**config.mk**
```make
export PLATFORM = sky130hd
export DESIGN_NAME = seq_alu_flat
export DESIGN_NICKNAME = d
export VERILOG_FILES = /design/src/rtl/seq_alu_pkg.sv /design/src/rtl/seq_alu_if.sv /design/src/rtl/seq_alu_mul_iter.sv /design/src/rtl/seq_alu.sv /design/src/flat_wrapper.sv
export SDC_FILE = /design/constraint.sdc
export NUM_CORES = 1
export LEC_CHECK = 0
export ABC_AREA = 1
export CORE_ASPECT_RATIO = 1.1
export CORE_MARGIN = 2
export CORE_UTILIZATION = 52
export DETAILED_ROUTE_END_ITERATION = 10
export GPL_TIMING_DRIVEN = 0
export PLACE_DENSITY = 0.73
export SETUP_SLACK_MARGIN = 0.02
export SYNTH_ARGS = -nofsm -noshare
export SYNTH_HDL_FRONTEND = slang
export SYNTH_HIERARCHICAL = 1
export SYNTH_SLANG_ARGS = --single-unit
```
**constraint.sdc**
```tcl
create_clock -name clk_i -period 3.6 [get_ports clk_i]
set_input_delay 0.54 -clock clk_i [delete_from_list [all_inputs] [get_ports clk_i]]
set_output_delay 0.54 -clock clk_i [all_outputs]
set_load 0.02 [all_outputs]
```
**src/rtl/seq_alu_pkg.sv**
```systemverilog
// Shared definitions for the sequential ALU: op codes, FSM states and flag helpers.
// The ALU-control unit imports the same op codes so both sides agree on encoding.
package seq_alu_pkg;

  typedef enum logic [2:0] {
    OP_AND = 3'b000,
    OP_OR  = 3'b001,
    OP_ADD = 3'b010,
    OP_MUL = 3'b011,
    OP_SUB = 3'b110
  } alu_op_e;

  typedef enum logic {
    S_IDLE = 1'b0,
    S_MUL  = 1'b1
  } state_e;

  // Signed overflow from the sign bits of the operands and the wrapped result.
  function automatic logic add_ovf(input logic a_msb, input logic b_msb, input logic r_msb);
    return (a_msb == b_msb) && (r_msb != a_msb);
  endfunction

  function automatic logic sub_ovf(input logic a_msb, input logic b_msb, input logic r_msb);
    return (a_msb != b_msb) && (r_msb != a_msb);
  endfunction

endpackage

```
**src/rtl/seq_alu_if.sv**
```systemverilog
// Request/response bundle between the EX-stage control and the sequential ALU.
interface seq_alu_if #(
  parameter int WIDTH = 32
);
  logic             start_i;
  logic [WIDTH-1:0] data1_i;
  logic [WIDTH-1:0] data2_i;
  logic [2:0]       ALUCtrl_i;
  logic [WIDTH-1:0] data_o;
  logic [WIDTH-1:0] data_hi_o;
  logic             Zero_o;
  logic             ovf_o;
  logic             valid_o;
  logic             busy_o;

  modport master (
    output start_i, data1_i, data2_i, ALUCtrl_i,
    input  data_o, data_hi_o, Zero_o, ovf_o, valid_o, busy_o
  );

  modport slave (
    input  start_i, data1_i, data2_i, ALUCtrl_i,
    output data_o, data_hi_o, Zero_o, ovf_o, valid_o, busy_o
  );
endinterface

```
**src/rtl/seq_alu_mul_iter.sv**
```systemverilog
// Iterative unsigned shift-add multiplier: one multiplier bit per step, WIDTH steps.
// product_next is the accumulator value the current step will write, so the caller can register it on the last step.
module seq_alu_mul_iter #(
  parameter int WIDTH = 32,
  parameter int CNT_W = $clog2(WIDTH)
) (
  input  logic               clk_i,
  input  logic               rst_i,
  input  logic               load,
  input  logic               step,
  input  logic [WIDTH-1:0]   mcand_in,
  input  logic [WIDTH-1:0]   mplier_in,
  output logic               done,
  output logic [2*WIDTH-1:0] product_next
);

  logic [2*WIDTH-1:0] acc;
  logic [WIDTH-1:0]   mcand;
  logic [WIDTH-1:0]   mplier;
  logic [CNT_W-1:0]   cnt;
  logic [WIDTH:0]     upper_sum;

  // The carry out of the upper-half add becomes the new MSB after the right shift.
  always_comb begin
    upper_sum    = {1'b0, acc[2*WIDTH-1:WIDTH]} + (mplier[0] ? {1'b0, mcand} : '0);
    product_next = {upper_sum, acc[WIDTH-1:1]};
  end

  assign done = (cnt == CNT_W'(WIDTH - 1));

  // NOTE: non-blocking assignments so every register samples pre-edge values.
  always_ff @(posedge clk_i) begin
    if (!rst_i) begin
      acc    <= '0;
      mcand  <= '0;
      mplier <= '0;
      cnt    <= '0;
    end else if (load) begin
      acc    <= '0;
      mcand  <= mcand_in;
      mplier <= mplier_in;
      cnt    <= '0;
    end else if (step) begin
      acc    <= product_next;
      mplier <= mplier >> 1;
      cnt    <= cnt + 1'b1;
    end
  end

endmodule

```
**src/rtl/seq_alu.sv**
```systemverilog
// Multi-cycle EX-stage ALU: single-cycle AND/OR/ADD/SUB, WIDTH-cycle unsigned MUL.
// Result registers only change on a completion, so partial products never reach the outputs.
module seq_alu #(
  parameter int WIDTH = 32,
  parameter int CNT_W = $clog2(WIDTH)
) (
  input  logic     clk_i,
  input  logic     rst_i,
  seq_alu_if.slave bus
);
  import seq_alu_pkg::*;

  state_e             state;
  state_e             state_next;
  logic               load;
  logic               step;
  logic               upd;
  logic [WIDTH-1:0]   lo_next;
  logic [WIDTH-1:0]   hi_next;
  logic               ovf_next;
  logic               mul_done;
  logic [2*WIDTH-1:0] product_next;
  logic [WIDTH-1:0]   a;
  logic [WIDTH-1:0]   b;
  logic [WIDTH-1:0]   sum;
  logic [WIDTH-1:0]   diff;

  assign a    = bus.data1_i;
  assign b    = bus.data2_i;
  assign sum  = a + b;
  assign diff = a - b;

  seq_alu_mul_iter #(
    .WIDTH (WIDTH),
    .CNT_W (CNT_W)
  ) u_mul (
    .clk_i        (clk_i),
    .rst_i        (rst_i),
    .load         (load),
    .step         (step),
    .mcand_in     (a),
    .mplier_in    (b),
    .done         (mul_done),
    .product_next (product_next)
  );

  always_ff @(posedge clk_i) begin
    if (!rst_i) state <= S_IDLE;
    else        state <= state_next;
  end

  // NOTE: every output of this block gets a default first, so no path can infer a latch.
  always_comb begin
    state_next = state;
    load       = 1'b0;
    step       = 1'b0;
    upd        = 1'b0;
    lo_next    = '0;
    hi_next    = '0;
    ovf_next   = 1'b0;
    case (state)
      S_IDLE: begin
        if (bus.start_i) begin
          upd = 1'b1;
          case (bus.ALUCtrl_i)
            OP_AND: lo_next = a & b;
            OP_OR:  lo_next = a | b;
            OP_ADD: begin
              lo_next  = sum;
              ovf_next = add_ovf(a[WIDTH-1], b[WIDTH-1], sum[WIDTH-1]);
            end
            OP_SUB: begin
              lo_next  = diff;
              ovf_next = sub_ovf(a[WIDTH-1], b[WIDTH-1], diff[WIDTH-1]);
            end
            OP_MUL: begin
              upd        = 1'b0;
              load       = 1'b1;
              state_next = S_MUL;
            end
            default: ;  // undefined op completes with an all-zero result
          endcase
        end
      end
      S_MUL: begin
        step = 1'b1;
        if (mul_done) begin
          upd                = 1'b1;
          {hi_next, lo_next} = product_next;
          state_next         = S_IDLE;
        end
      end
    endcase
  end

  always_ff @(posedge clk_i) begin
    if (!rst_i) begin
      bus.data_o    <= '0;
      bus.data_hi_o <= '0;
      bus.Zero_o    <= 1'b0;
      bus.ovf_o     <= 1'b0;
      bus.valid_o   <= 1'b0;
    end else begin
      bus.valid_o <= upd;
      if (upd) begin
        bus.data_o    <= lo_next;
        bus.data_hi_o <= hi_next;
        bus.Zero_o    <= (lo_next == '0);
        bus.ovf_o     <= ovf_next;
      end
    end
  end

  assign bus.busy_o = (state == S_MUL);

endmodule

```
**src/flat_wrapper.sv**
```systemverilog
// flat-port wrapper written by rule: the top's interface ports become plain ports
module seq_alu_flat import seq_alu_pkg::*;
#(
  parameter int WIDTH = 32,
  parameter int CNT_W = $clog2(WIDTH)
)
  (clk_i, rst_i, bus_start_i, bus_data1_i, bus_data2_i, bus_ALUCtrl_i, bus_data_o, bus_data_hi_o, bus_Zero_o, bus_ovf_o, bus_valid_o, bus_busy_o);
  seq_alu_if #(.WIDTH(WIDTH)) bus_i ();
  input  logic clk_i;
  input  logic rst_i;
  input wire logic [$bits(bus_i.start_i)-1:0] bus_start_i;
  input wire logic [$bits(bus_i.data1_i)-1:0] bus_data1_i;
  input wire logic [$bits(bus_i.data2_i)-1:0] bus_data2_i;
  input wire logic [$bits(bus_i.ALUCtrl_i)-1:0] bus_ALUCtrl_i;
  output wire logic [$bits(bus_i.data_o)-1:0] bus_data_o;
  output wire logic [$bits(bus_i.data_hi_o)-1:0] bus_data_hi_o;
  output wire logic [$bits(bus_i.Zero_o)-1:0] bus_Zero_o;
  output wire logic [$bits(bus_i.ovf_o)-1:0] bus_ovf_o;
  output wire logic [$bits(bus_i.valid_o)-1:0] bus_valid_o;
  output wire logic [$bits(bus_i.busy_o)-1:0] bus_busy_o;
  assign bus_i.start_i = bus_start_i;
  assign bus_i.data1_i = bus_data1_i;
  assign bus_i.data2_i = bus_data2_i;
  assign bus_i.ALUCtrl_i = bus_ALUCtrl_i;
  assign bus_data_o = bus_i.data_o;
  assign bus_data_hi_o = bus_i.data_hi_o;
  assign bus_Zero_o = bus_i.Zero_o;
  assign bus_ovf_o = bus_i.ovf_o;
  assign bus_valid_o = bus_i.valid_o;
  assign bus_busy_o = bus_i.busy_o;
  seq_alu #(.WIDTH(WIDTH), .CNT_W(CNT_W)) u_core (.clk_i(clk_i), .rst_i(rst_i), .bus(bus_i));
endmodule
```
=== Word level (Yosys, flattened, before mapping) ===
Index checks and enable logic that the tools add are counted.
W data, S select, Z words.

* Flip-flop bits (word level): 201
* Output and inout port bits: 68
* Word-level logic and storage cells: 55

* Add/subtract/negate cells: 4
* Equal/unequal tests: 9
* Muxes and demuxes: 22
* Bitwise operators: 4
* Reduce and logical (&&, ||, !) cells: 6

{| class="wikitable"
|+ Operators with widths
! kind !! count
|-
| $mux W32 || 7
|-
| $pmux W32 S4 || 1
|-
| $pmux W32 S2 || 1
|-
| $add A32 B33 Y33 || 1
|-
| $add A32 B32 Y32 || 1
|-
| $and A32 B32 Y32 || 1
|-
| $logic_not A32 Y1 || 1
|-
| $or A32 B32 Y32 || 1
|-
| $sub A32 B32 Y32 || 1
|-
| $mux W1 || 10
|-
| $eq A3 B2 Y1 const B || 2
|-
| $pmux W1 S2 || 3
|-
| $add A5 B1 Y5 const B || 1
|-
| $eq A5 B5 Y1 const B || 1
|-
| $eq A3 B1 Y1 const B || 1
|-
| $eq A3 B3 Y1 const B || 1
|-
| $logic_not A3 Y1 || 1
|-
| $ne A1 B1 Y1 || 3
|-
| $logic_and A1 B1 Y1 || 2
|-
| $not A1 Y1 || 2
|-
| $reduce_bool A2 Y1 || 1
|-
| $reduce_or A2 Y1 || 1
|-
| $eq A1 B1 Y1 || 1
|}

=== Longest topological paths before layout ===
Gate-level depths: netlist (run 1).

* Depth after elaboration: 6
* Mapped depth: 22
* Depth with buffers taken out: 22

=== By module ===
Netlist (run 1), hierarchy kept.

{| class="wikitable"
|+ By module, submodules not included
! module !! times used !! cells each !! area each (µm²)
|-
| seq_alu || 1 || 1722 || 9334.0
|-
| seq_alu_mul_iter || 1 || 1242 || 7832.5
|}

=== Worst setup path before layout (run 1) ===
Ideal clock, no wire load.

* Path kind: in2reg
* From: input bus_data1_i[0]
* To: register u_core.bus.Zero_o
* Library setup time: 67 ps
* Arrival: 2460 ps
* Data required time: 3533 ps
* Path slack: 1073 ps
* Cell stages on the path: 20
* Cells stage by stage: ha_1 > inv_1 > fa_1 > inv_1 > nand3_1 > nand2_1 > nand2_1 > nand2_1 > nand2_1 > nand2_1 > nand2_1 > nand2_1 > nand2_1 > nand3_1 > nand3_1 > a21oi_1 > nand2_1 > nor2_1 > nand3_1 > a21oi_2

* Word-level cells in the longest chain between the ends: 5
* Elaborated cells on any way between the ends: 8
* Classes of those cells: add/sub (2); mux (3); bitwise (2); reduce/logical (1)

{| class="wikitable"
|+ RTL lines
! item !! line !! source
|-
| start, declared || flat_wrapper.sv:12 || <nowiki>input wire logic [$bits(bus_i.data1_i)-1:0] bus_data1_i;</nowiki>
|-
| $sub A32 B32 Y32, or another cell as far along || seq_alu.sv:31 || <nowiki>assign diff = a - b;</nowiki>
|-
| $pmux W32 S4 * || seq_alu.sv:65 || <nowiki>case (bus.ALUCtrl_i)</nowiki>
|-
| $mux W32 * || seq_alu.sv:63 || <nowiki>if (bus.start_i) begin</nowiki>
|-
| $pmux W32 S2 * || seq_alu.sv:61 || <nowiki>case (state)</nowiki>
|-
| $logic_not A32 Y1 * || seq_alu.sv:108 || <nowiki>bus.Zero_o <= (lo_next == '0);</nowiki>
|-
| end signal, assigned || seq_alu.sv:108 ||
|-
| end, declared || seq_alu_if.sv:23 || <nowiki>output data_o, data_hi_o, Zero_o, ovf_o, valid_o, busy_o</nowiki>
|}

Every way passes the cells marked *; elsewhere a longest branch is shown, timed or not.
A chain may end at the register's enable or synchronous reset.

=== Final worst setup path (run 1) ===
* From: input bus_data2_i[8]
* To: register u_core.bus.Zero_o

* Word-level cells in the longest chain between the ends: 5
* Elaborated cells on any way between the ends: 8
* Classes of those cells: add/sub (2); mux (3); bitwise (2); reduce/logical (1)

{| class="wikitable"
|+ RTL lines
! item !! line !! source
|-
| start, declared || flat_wrapper.sv:13 || <nowiki>input wire logic [$bits(bus_i.data2_i)-1:0] bus_data2_i;</nowiki>
|-
| $sub A32 B32 Y32, or another cell as far along || seq_alu.sv:31 ||
|-
| $pmux W32 S4 * || seq_alu.sv:65 ||
|-
| $mux W32 * || seq_alu.sv:63 ||
|-
| $pmux W32 S2 * || seq_alu.sv:61 ||
|-
| $logic_not A32 Y1 * || seq_alu.sv:108 ||
|}

Marked as above.

==> impl_metrics.csv, run 1 <==
group,metric,value,unit
outcome,status,"finished, final reports clean",
drt,drt_iter0_drc,1648,
synthesis,avgSynthCellArea,5.792,um2
floorplanning,start_util,53.02,%
drt,routed_wl,64.10,mm
cts,cts_root_buf,"clkbuf_16",
synthesis,synth-simple-area-share,37.20,%
drt,drt_pass1_iterations,6,
final_layout,post-route-util,61.09,%
power,p_leak,10.93,nW
timing,setup_viol,0,
timing,rsz0062_at_grt,"no",
timing,clock_skew,0.01645,ns
timing,hold_ws,0.4637,ns
cts,cts.sinks,200,
timing,worst_pin_slew,0.8370,ns
synthesis,ys_async_sr_fraction,0,%
timing,slew_viol_final,0,
timing,slew_headroom,44.20,%
worst_setup_path,r2r_cells,11,
min_path,hold_depth,2,
worst_setup_path,r2r-start,"u_core/u_mul/cnt[1]",
worst_setup_path,critical_path_buf_inv_count,5,
synthesis,synthAdderAreaFrac,10.12,%
placed_design,port_buffers,137,
timing,final_hold_viol_count,0,
drt,met1_length,25.42,mm
floorplanning,die_y,194.6,um
cts,clock_latency,0.47,ns
synthesis,syn_inst,2964,
floorplanning,die_x,177.2,um
worst_setup_path,critPathMaxStageDelay,0.58,ns
worst_setup_path,crit_path_end_kind,"flip-flop",
global_route,grt.overflow.total,0,
final_layout,layout.nets,3328,
timing,finalCritPeriodShare,95.47,%
min_path,holdCritStartpoint,"u_core/bus.data_hi_o[20]",
drt,antenna_left,0,
synthesis,synth_top_family_by_area,"simple AND/OR/NAND/NOR gates",
final_layout,area_growth,15.20,%
placed_design,place_area,19070,um2
final_layout,final_common_cell,"nand2_1",
final_layout,multi_input_area,10340,um2
synthesis,synth.area.mux_share,0,%
power,ir_worst_vdd,345.4,uV
global_route,grt_max_degree,20,
worst_setup_path,crit_top_cell,"nand2_1",
worst_setup_path,r2r_slack,0.32,ns
worst_setup_path,required,4.00,ns
drt,wl_met3,4.453,mm
final_layout,mostFrequentLayoutCells,"930 x nand2_1, 557 x inv_1, 273 x nor2_1",
power,cellPowerDensity,296.0,nW/um2
worst_setup_path,crit_family,"simple AND/OR/NAND/NOR gates",
cts,cts_buffers,17,
synthesis,synth-compound-area-share,11.75,%
synthesis,synth-main-ff-cell,"dfxtp_1",
final_layout,final_area,19780,um2
worst_setup_path,cp.arrival,3.84,ns
min_path,worstHoldPathType,"reg -> reg",
floorplanning,core_area,32370,um2
worst_setup_path,crit_type,"in -> reg",
drt,drt-wirelength-per-cell,17.98,um
global_route,grt_pass1_vias,18350,
timing,max_freq,0.2910,GHz
synthesis,syn_area,17170,um2
cts,htree_levels,4,
power,p_total,5.853,mW
cts,tritoncts,"built",
placed_design,gp_congestion,1.001,
worst_setup_path,r2r_end,"u_core/bus.data_hi_o[5]",
drt,vias_per_cell,5.333,
worst_setup_path,worstPathMaxFanout,9,
placed_design,dp_hpwl,53.67,mm
floorplanning,io_pins,138,
min_path,hold_path_end,"u_core/bus.data_hi_o[20]",
cts,clk_pin_slew_worst_paths,0.08,ns
synthesis,yosysUniqueCellTypes,47,
synthesis,yosys_warnings,6,
worst_setup_path,path_cells,"clkdlybuf4s50_1 -> inv_1 -> ha_1 -> buf_2 -> nand2_1 -> inv_1 -> nand2_1 -> nand2_1 -> inv_1 -> nand3_1 -> nand2_1 -> nand2_1 -> nand2_1 -> nand3_1 -> nand3b_1 -> nand2_1 -> nand2_1 -> nor2_1 -> nand2_1 -> nor2_1 -> nand3_1 -> a21oi_2",
drt,routed.top_layer,"met5",
global_route,track_usage,37.25,%
worst_setup_path,slowest_stage,"clkdlybuf4s50_1",
global_route,antenna_found_initial,5,
floorplanning,rows,69,
worst_setup_path,start_kind,"primary input",
synthesis,ys_seq_area_share,23.32,%
run,cap_viol_max_count,0,
drt,vias,19010,
final_layout,layout-drive-gt1-share,6.924,%
final_layout,fill_cells,3241,
drt,drc,0,
timing,period_minus_slack,3.437,ns
synthesis,yosys.area_share.xor_xnor,0.8090,%
global_route,grt_pass1_wl,98.13,mm
synthesis,syn-num-nets,3171,
synthesis,ys_ff_latch,200,
cts,cts_hold_buf,0,
floorplanning,die_area,34480,um2
final_layout,regArea,4004,um2
synthesis,synth_edf_count,0,
drt,met2_wirelength,30.50,mm
cts,clockBufferDepth,2,
sequential cells by signal (all words and copies together), names as in the netlist:
name / flops
u_core/u_mul/cnt: 5
u_core/bus.busy_o: 1
u_core/bus.ovf_o: 1
u_core/bus.Zero_o: 1
u_core/bus.data_o: 32
u_core/u_mul/mplier: 32
u_core/u_mul/mcand: 32
u_core/bus.valid_o: 1
u_core/u_mul/acc: 63
u_core/bus.data_hi_o: 32
cell usage after synthesis (2+ instances only):
library cell | n | area [um2]
xnor2_1 | 3 | 26.28
nand2_2 | 19 | 118.9
a21boi_1 | 3 | 22.52
xor2_1 | 11 | 96.34
a21oi_1 | 164 | 820.8
fa_1 | 3 | 60.06
a21o_1 | 2 | 15.01
o21bai_1 | 6 | 45.04
buf_4 | 39 | 292.8
o211ai_1 | 2 | 15.01
a221oi_1 | 29 | 254.0
buf_1 | 9 | 33.78
clkbuf_1 | 50 | 187.7
clkbuf_2 | 2 | 10.01
nand2_1 | 931 | 3495
nor2_4 | 4 | 45.04
o21ai_1 | 9 | 45.04
nand4_1 | 24 | 150.1
clkinv_1 | 3 | 11.26
o22ai_1 | 25 | 156.4
nor2_2 | 9 | 56.30
or2_2 | 25 | 156.4
and2_1 | 3 | 18.77
nor3_1 | 15 | 75.07
a21oi_2 | 4 | 35.03
buf_2 | 38 | 190.2
ha_1 | 134 | 1677
a31oi_1 | 2 | 12.51
o21ai_0 | 110 | 550.5
nand3_1 | 202 | 1011
inv_1 | 558 | 2095
nand3b_1 | 14 | 105.1
inv_2 | 14 | 52.55
dfxtp_1 | 200 | 4004
nand3_2 | 7 | 70.07
nor2_1 | 280 | 1051
power by group:
| group | internal, mW | leakage, nW | total [mW] | switching [mW] |
|---|---|---|---|---|
| clock network | 1.01 | 0.284 | 1.97 | 0.968 |
| logic | 0.496 | 9.02 | 1.56 | 1.07 |
| registers | 2.28 | 1.62 | 2.31 | 0.0337 |
| total | 3.78 | 10.9 | 5.85 | 2.07 |
per-layer routing:
metal	global-route usage, %	vias to the layer above
met4	20.36	4
met5	0	-
li1	-	9407
met3	5.379	149
met2	64.13	754
met1	44.21	8698
through the flow:
step	instances	TNS, ns	setup slack (ns)
2_1_floorplan	2964	0	1.073
3_3_place_gp	3527	-1.665	-0.7189
3_5_place_dp	3527	-2.078	-0.7348
4_1_cts	3559	0	0.02506
5_1_grt	3562	0	0.01311
6_report	3565	0	0.1632
worst register-to-register path: cells and delay by family (launching register included):
family,cells,cell delay (ns)
simple gates,3,0.46
fa+ha+maj,2,0.44
flops,1,0.39
buf+inv,5,1.77
compound gates,1,0.17
cell type report:
type	count	area share, %
antenna	5	0.06327
buffer	139	3.669
clock buffer	18	2.221
clock inverter	14	0.7972
inverter	575	10.91
multi-input combinational	2050	52.31
sequential	200	20.25
tap	426	2.695
timing repair buffer	138	7.086
what timing repair did:
| action | in CTS | in global routing |
|---|---|---|
| endpoints found under the setup margin | 1 | 1 |
| setup buffers | 0 | 1 |
| gates resized for setup | 7 | 26 |
| gates cloned | 0 | 0 |
| hold endpoints to repair | 0 | 0 |
| pin swaps | 0 | 2 |
how the worst max path moves through the flow:
stage                          startpoint  slack (ns)           endpoint  cells after the start
after CTS                 bus_data1_i[17]        0.03  u_core/bus.Zero_o                     20
after global routing       bus_data2_i[7]        0.01  u_core/bus.Zero_o                     20
final                      bus_data2_i[8]        0.16  u_core/bus.Zero_o                     22
after global placement     bus_data2_i[0]       -0.72  u_core/bus.Zero_o                     21
after detailed placement   bus_data2_i[0]       -0.73  u_core/bus.Zero_o                     21
after floorplan            bus_data1_i[0]        1.07  u_core/bus.Zero_o                     20
logic make-up (layout without fill, tap and decap cells):
family                   count (synthesis)  count (layout)
AND/OR/NAND/NOR                       1537            1537
buffers and inverters                  714             884
AO/OA/AOI/OAI                          361             361
flip-flops                             200             200
adder cells (fa/ha/maj)                137             137
XOR/XNOR                                15              15
other                                    0               5
(Power assumes the default switching activity.)
==> run 2: changes to the inputs <==
Settings changed: REMOVE_ABC_BUFFERS set to 1.
==> run 2 against run 1 <==
Setup slack better by 0.0018 ns. Hold slack worse by 0.0016 ns. Cell count decreased by 3.8%. Non-clock buffer count shrank 129. Sequential share of layout area is 0.54 points higher. Power fell by 0.86%. Core utilization decreased by 1.5 points. Critical path depth down 1. Maximum frequency about the same. Critical path type unchanged. Critical endpoint unchanged.
==> impl_metrics.csv, run 2 (synthesized netlist as in run 1, its figures left out) <==
group,metric,value,unit
final_layout,fill_cells,3330,
drt,routed_wl,57.56,mm
placed_design,gp_congestion,0.9797,
worst_setup_path,start_kind,"primary input",
floorplanning,io_pins,138,
final_layout,layout-drive-gt1-share,5.125,%
cts,clockBufferDepth,2,
cts,tritoncts,"built",
worst_setup_path,critical_path_buf_inv_count,3,
placed_design,place_inst,3398,
final_layout,area_growth,12.35,%
placed_design,dp_slack,-0.3757,ns
outcome,status,"finished, final reports clean",
timing,max_freq,0.2911,GHz
timing,finalSetupTns,0,ns
worst_setup_path,worstPathMaxFanout,4,
worst_setup_path,r2r_slack,0.36,ns
min_path,holdCritStartpoint,"u_core/bus.data_hi_o[0]",
worst_setup_path,slowest_stage,"clkdlybuf4s50_1",
final_layout,max_flop_register,"u_core/u_mul/acc",
drt,drt_iter0_drc,1636,
worst_setup_path,crit_top_cell,"nand2_1",
min_path,worstHoldPathType,"reg -> reg",
timing,clock_skew,0.01392,ns
drt,antenna_left,0,
final_layout,final_common_cell,"nand2_1",
worst_setup_path,cp.arrival,3.83,ns
timing,finalCritPeriodShare,95.42,%
final_layout,layout.nets,3199,
drt,vias_per_cell,5.294,
timing,setup_viol,0,
power,cellPowerDensity,300.9,nW/um2
worst_setup_path,r2r_end,"u_core/bus.Zero_o",
floorplanning,die_area,34480,um2
floorplanning,die_y,194.6,um
timing,rsz0062_at_grt,"no",
min_path,hold_path_end,"u_core/bus.data_hi_o[0]",
final_layout,antenna_cells,0,
power,ir_worst_vdd,350.0,uV
cts,htree_levels,4,
cts,cts_root_buf,"clkbuf_16",
worst_setup_path,critPathMaxStageDelay,0.58,ns
floorplanning,rows,69,
cts,clk_pin_slew_worst_paths,0.08,ns
worst_setup_path,r2r_cells,19,
timing,final_hold_viol_count,0,
worst_setup_path,r2r-start,"u_core/u_mul/cnt[1]",
floorplanning,start_util,53.02,%
power,p_leak,10.51,nW
cts,clock_latency,0.47,ns
global_route,grt_max_degree,65,
final_layout,largest_register_ffs,63,
global_route,grt_pass1_vias,16940,
cts,cts_buffers,17,
drt,vias,18160,
placed_design,port_buffers,137,
min_path,hold_depth,2,
floorplanning,die_x,177.2,um
global_route,antenna_found_initial,0,
worst_setup_path,startpoint,"bus_data1_i[0]",
timing,slew_headroom,22.35,%
global_route,track_usage,33.49,%
run,cap_viol_max_count,0,
timing,slew_viol_final,0,
worst_setup_path,crit_family,"simple AND/OR/NAND/NOR gates",
placed_design,dp_hpwl,45.72,mm
drt,drc,0,
worst_setup_path,crit_path_end_kind,"flip-flop",
timing,setup_ws,0.1650,ns
timing,worst_pin_slew,1.165,ns
global_route,grt_pass1_wl,89.86,mm
global_route,grt.overflow.total,0,
cts,cts_hold_buf,0,
cts,cts.sinks,200,
timing,period_minus_slack,3.435,ns
worst_setup_path,path_cells,"clkdlybuf4s50_1 -> ha_2 -> inv_1 -> fa_1 -> inv_2 -> nand3_1 -> nand2_2 -> nand2_1 -> nand2_2 -> nand2_1 -> nand2_1 -> nand2_1 -> nand2_1 -> nand2_1 -> nand3_1 -> nand3_1 -> a21oi_2 -> nand2_1 -> nor2_1 -> nand3_1 -> a21oi_2",
worst_setup_path,crit_type,"in -> reg",
final_layout,finalNonFillerCells,3431,
timing,hold_ws,0.4620,ns
drt,drt_pass1_iterations,6,
floorplanning,core_area,32370,um2
final_layout,mostFrequentLayoutCells,"929 x nand2_1, 555 x inv_1, 270 x nor2_1",
worst_setup_path,required,4.00,ns
drt,drt-wirelength-per-cell,16.78,um
## run 2: metrics by stage
step	total power, mW	util [%]	area, um2
floorplan	3.271	-	16440
global placement	3.765	56.66	18350
detailed placement	3.813	57.52	18620
CTS	5.811	59.39	19230
global route	6.078	59.57	19290
finish	5.803	59.57	19290
## run 2: worst max-delay path by stage
stage | end | depth (start not counted)
global route | u_core/bus.Zero_o | 21
finish | u_core/bus.Zero_o | 21
global placement | u_core/u_mul/mcand[22] | 6
floorplan | u_core/u_mul/mplier[10] | 3
CTS | u_core/bus.Zero_o | 21
detailed placement | u_core/bus.Zero_o | 21
## run 2: layout make-up
| type | count | area, um2 | share of cell area, % |
|---|---|---|---|
| multi-input cells | 2050 | 10330 | 53.59 |
| flip-flops and latches | 200 | 4009 | 20.79 |
| inverters | 575 | 2160 | 11.20 |
| repair buffers | 148 | 1647 | 8.538 |
| well taps | 426 | 533.0 | 2.764 |
| clock buffers | 17 | 425.4 | 2.206 |
| clock inverters | 15 | 177.7 | 0.9212 |
## run 2: what timing repair did
item                                    CTS  global route
gates resized for setup                   0            14
setup buffers                             0             0
endpoints found under the setup margin    0            55
## run 2: metal layers
layer / vias up / routed length (um) / track usage [%]
met5: - / 0 / 0
met2: 686 / 24860 / 52.63
met1: 8249 / 26350 / 45.91
li1: 9135 / - / -
met4: 0 / 2486 / 14.72
met3: 94 / 3865 / 3.951
## run 2: where the power goes
group	internal (mW)	switching (mW)
sequential	2.28	0.0473
clock	0.999	1.00
combinational	0.488	0.986
## run 2: worst register-to-register path, stage by stage (launching register included)
cell and delay [ns]:
dfxtp_1 0.39, ha_1 0.19, inv_1 0.06, nor3_1 0.14, ha_1 0.28, nand2_1 0.17, inv_2 0.82, nand2_1 0.17
nand2_1 0.11, a21oi_1 0.06, nand3_1 0.11, nor2_1 0.05, nand2_1 0.06, nor2_1 0.05, nand2_1 0.07, nor2_2 0.06
nand3_1 0.15, nor2_1 0.08, nand3_1 0.08, a21oi_2 0.06
==> run 3: changes to the inputs <==
Settings changed: CORE_ASPECT_RATIO 1.1 to 1.25, HOLD_SLACK_MARGIN set to 0.15.
==> run 3 against run 2 <==
Wire length up 2.0%. Die area about the same. Clock skew down 0.0014 ns. Final area down 0.62%. Largest power group unchanged. Cell count down 0.32%. Clock-buffer cell count up 1. Maximum frequency down 0.10%. Sequential power about the same.
==> impl_metrics.csv, run 3 (synthesized netlist as in run 1, its figures left out) <==
group,metric,value,unit
outcome,status,"finished, final reports clean",
power,pwr-share-seq,40.4,%
worst_setup_path,cp.arrival,3.84,ns
global_route,grt.overflow.total,0,
timing,final_hold_viol_count,0,
timing,worst_pin_slew,1.214,ns
power,cellPowerDensity,300.6,nW/um2
cts,cts.sinks,200,
final_layout,layout.nets,3196,
worst_setup_path,required,4.00,ns
global_route,track_usage,33.37,%
drt,vias,18320,
worst_setup_path,worstPathMaxFanout,9,
floorplanning,die_area,34490,um2
final_layout,post-route-util,58.81,%
drt,drt_iter0_drc,1917,
drt,antenna_left,0,
drt,vias_per_cell,5.356,
power,internal-power,3.708,mW
drt,routed_wl,58.73,mm
timing,hold_ws,0.4603,ns
drt,wl_met3,3.942,mm
final_layout,layout-drive-gt1-share,5.063,%
final_layout,antenna_cells,0,
global_route,grt_pass1_vias,16980,
floorplanning,io_pins,138,
cts,cts_buffers,17,
worst_setup_path,crit_type,"in -> reg",
cts,clockBufferDepth,2,
final_layout,largest_register_ffs,63,
floorplanning,die_y,207.1,um
timing,period_minus_slack,3.438,ns
drt,met1_length,25.63,mm
cts,tritoncts,"built",
floorplanning,start_util,52.67,%
timing,clock_skew,0.01251,ns
global_route,grt_max_degree,90,
power,ir_worst_vdd,362.3,uV
cts,cts_root_buf,"clkbuf_16",
timing,max_freq,0.2908,GHz
final_layout,mostFrequentLayoutCells,"929 x nand2_1, 555 x inv_1, 272 x nor2_1",
worst_setup_path,start_kind,"primary input",
cts,clk_pin_slew_worst_paths,0.08,ns
timing,finalCritPeriodShare,95.51,%
final_layout,area_growth,11.65,%
drt,drt_pass1_iterations,6,
global_route,antenna_found_initial,0,
power,p_comb_share,25.5,%
power,p_leak,10.47,nW
timing,slew_viol_final,0,
drt,drt-wirelength-per-cell,17.17,um
cts,clock_latency,0.47,ns
global_route,grt_pass1_wl,91.52,mm
floorplanning,rows,74,
drt,routed.top_layer,"met4",
power,netSwitchingPower,2.053,mW
placed_design,dp_hpwl,45.98,mm
worst_setup_path,crit_path_end_kind,"flip-flop",
placed_design,gp_congestion,0.9905,
final_layout,max_flop_register,"u_core/u_mul/acc",
timing,rsz0062_at_grt,"no",
cts,htree_levels,4,
drt,drc,0,
floorplanning,core_area,32590,um2
power,clkPwrFrac,34.1,%
power,p_total,5.761,mW
placed_design,port_buffers,137,
run,cap_viol_max_count,0,
final_layout,final_common_cell,"nand2_1",
power,power_switching_share,35.64,%
timing,slew_headroom,19.04,%
drt,met2_wirelength,26.63,mm
timing,setup_viol,0,
floorplanning,die_x,166.5,um
min_path,worstHoldPathType,"in -> reg",
-- run 3: final cells by class --
type | count | area, um2
Multi-Input combinational cell | 2051 | 10360
Clock inverter | 14 | 148.9
Clock buffer | 18 | 439.2
Fill cell | 3344 | 13420
Timing Repair Buffer | 144 | 1521
Sequential cell | 200 | 4009
Inverter | 575 | 2162
Tap cell | 418 | 523.0
-- run 3: power by group through the flow --
stage                     Clock [mW]  Combinational (mW)  Sequential [mW]
final                           1.96                1.47             2.33
after global routing            2.08                1.63             2.34
after CTS                       2.02                1.43             2.33
after detailed placement           0                1.42             2.38
after global placement             0                1.39             2.38
after floorplan                    0               0.885             2.39
-- run 3: path summary, 6_finish.rpt --
path,start,end,slack [ns],cells past startpoint
setup / recovery,bus_data1_i[14],u_core/bus.Zero_o,0.16,17
hold / removal,bus_data1_i[0],u_core/u_mul/mcand[0],0.46,3
setup reg to reg,u_core/bus.busy_o,u_core/u_mul/mplier[0],0.34,7
hold reg to reg,u_core/bus.data_hi_o[29],u_core/bus.data_hi_o[29],0.46,2
-- run 3: critical path, cell delays in order --
cell and delay, ns:
clkdlybuf4s50_1 0.67, inv_1 0.08, ha_1 0.48, nand2_1 0.16
nor2_1 0.19, inv_1 0.08, nor3_1 0.30, nand3b_1 0.18
nand2_1 0.10, nand2_1 0.05, nand3_1 0.08, nand3_1 0.23
a21boi_2 0.27, nand2_1 0.07, nor2_1 0.13, nand3_1 0.11
a21oi_2 0.11
-- run 3: layer usage --
metal / global-route usage (%) / vias up
li1: - / 9127
met1: 43.97 / 8371
met2: 55.10 / 712
met3: 3.878 / 109
met4: 14.45 / 0
met5: 0 / -
-- run 3: per-stage QoR --
step | setup slack (ns) | setup TNS [ns] | instance area [um2] | cells
after floorplan | -0.8197 | -46.02 | 16440 | 2825
after global placement | -4.041 | -510.60 | 18340 | 3380
after detailed placement | -0.5241 | -28.63 | 18510 | 3386
after CTS | 0.06507 | 0 | 19100 | 3418
after global routing | 0.02076 | 0 | 19170 | 3420
final | 0.1616 | 0 | 19170 | 3420
-- run 3: what timing repair did --
| item | CTS | global route |
|---|---|---|
| resized for setup | 1 | 18 |
| pin swaps | 0 | 1 |
| endpoints found under the setup margin | 54 | 83 |
| setup buffers | 0 | 1 |
| hold buffers | 0 | 0 |
| cloned | 0 | 1 |
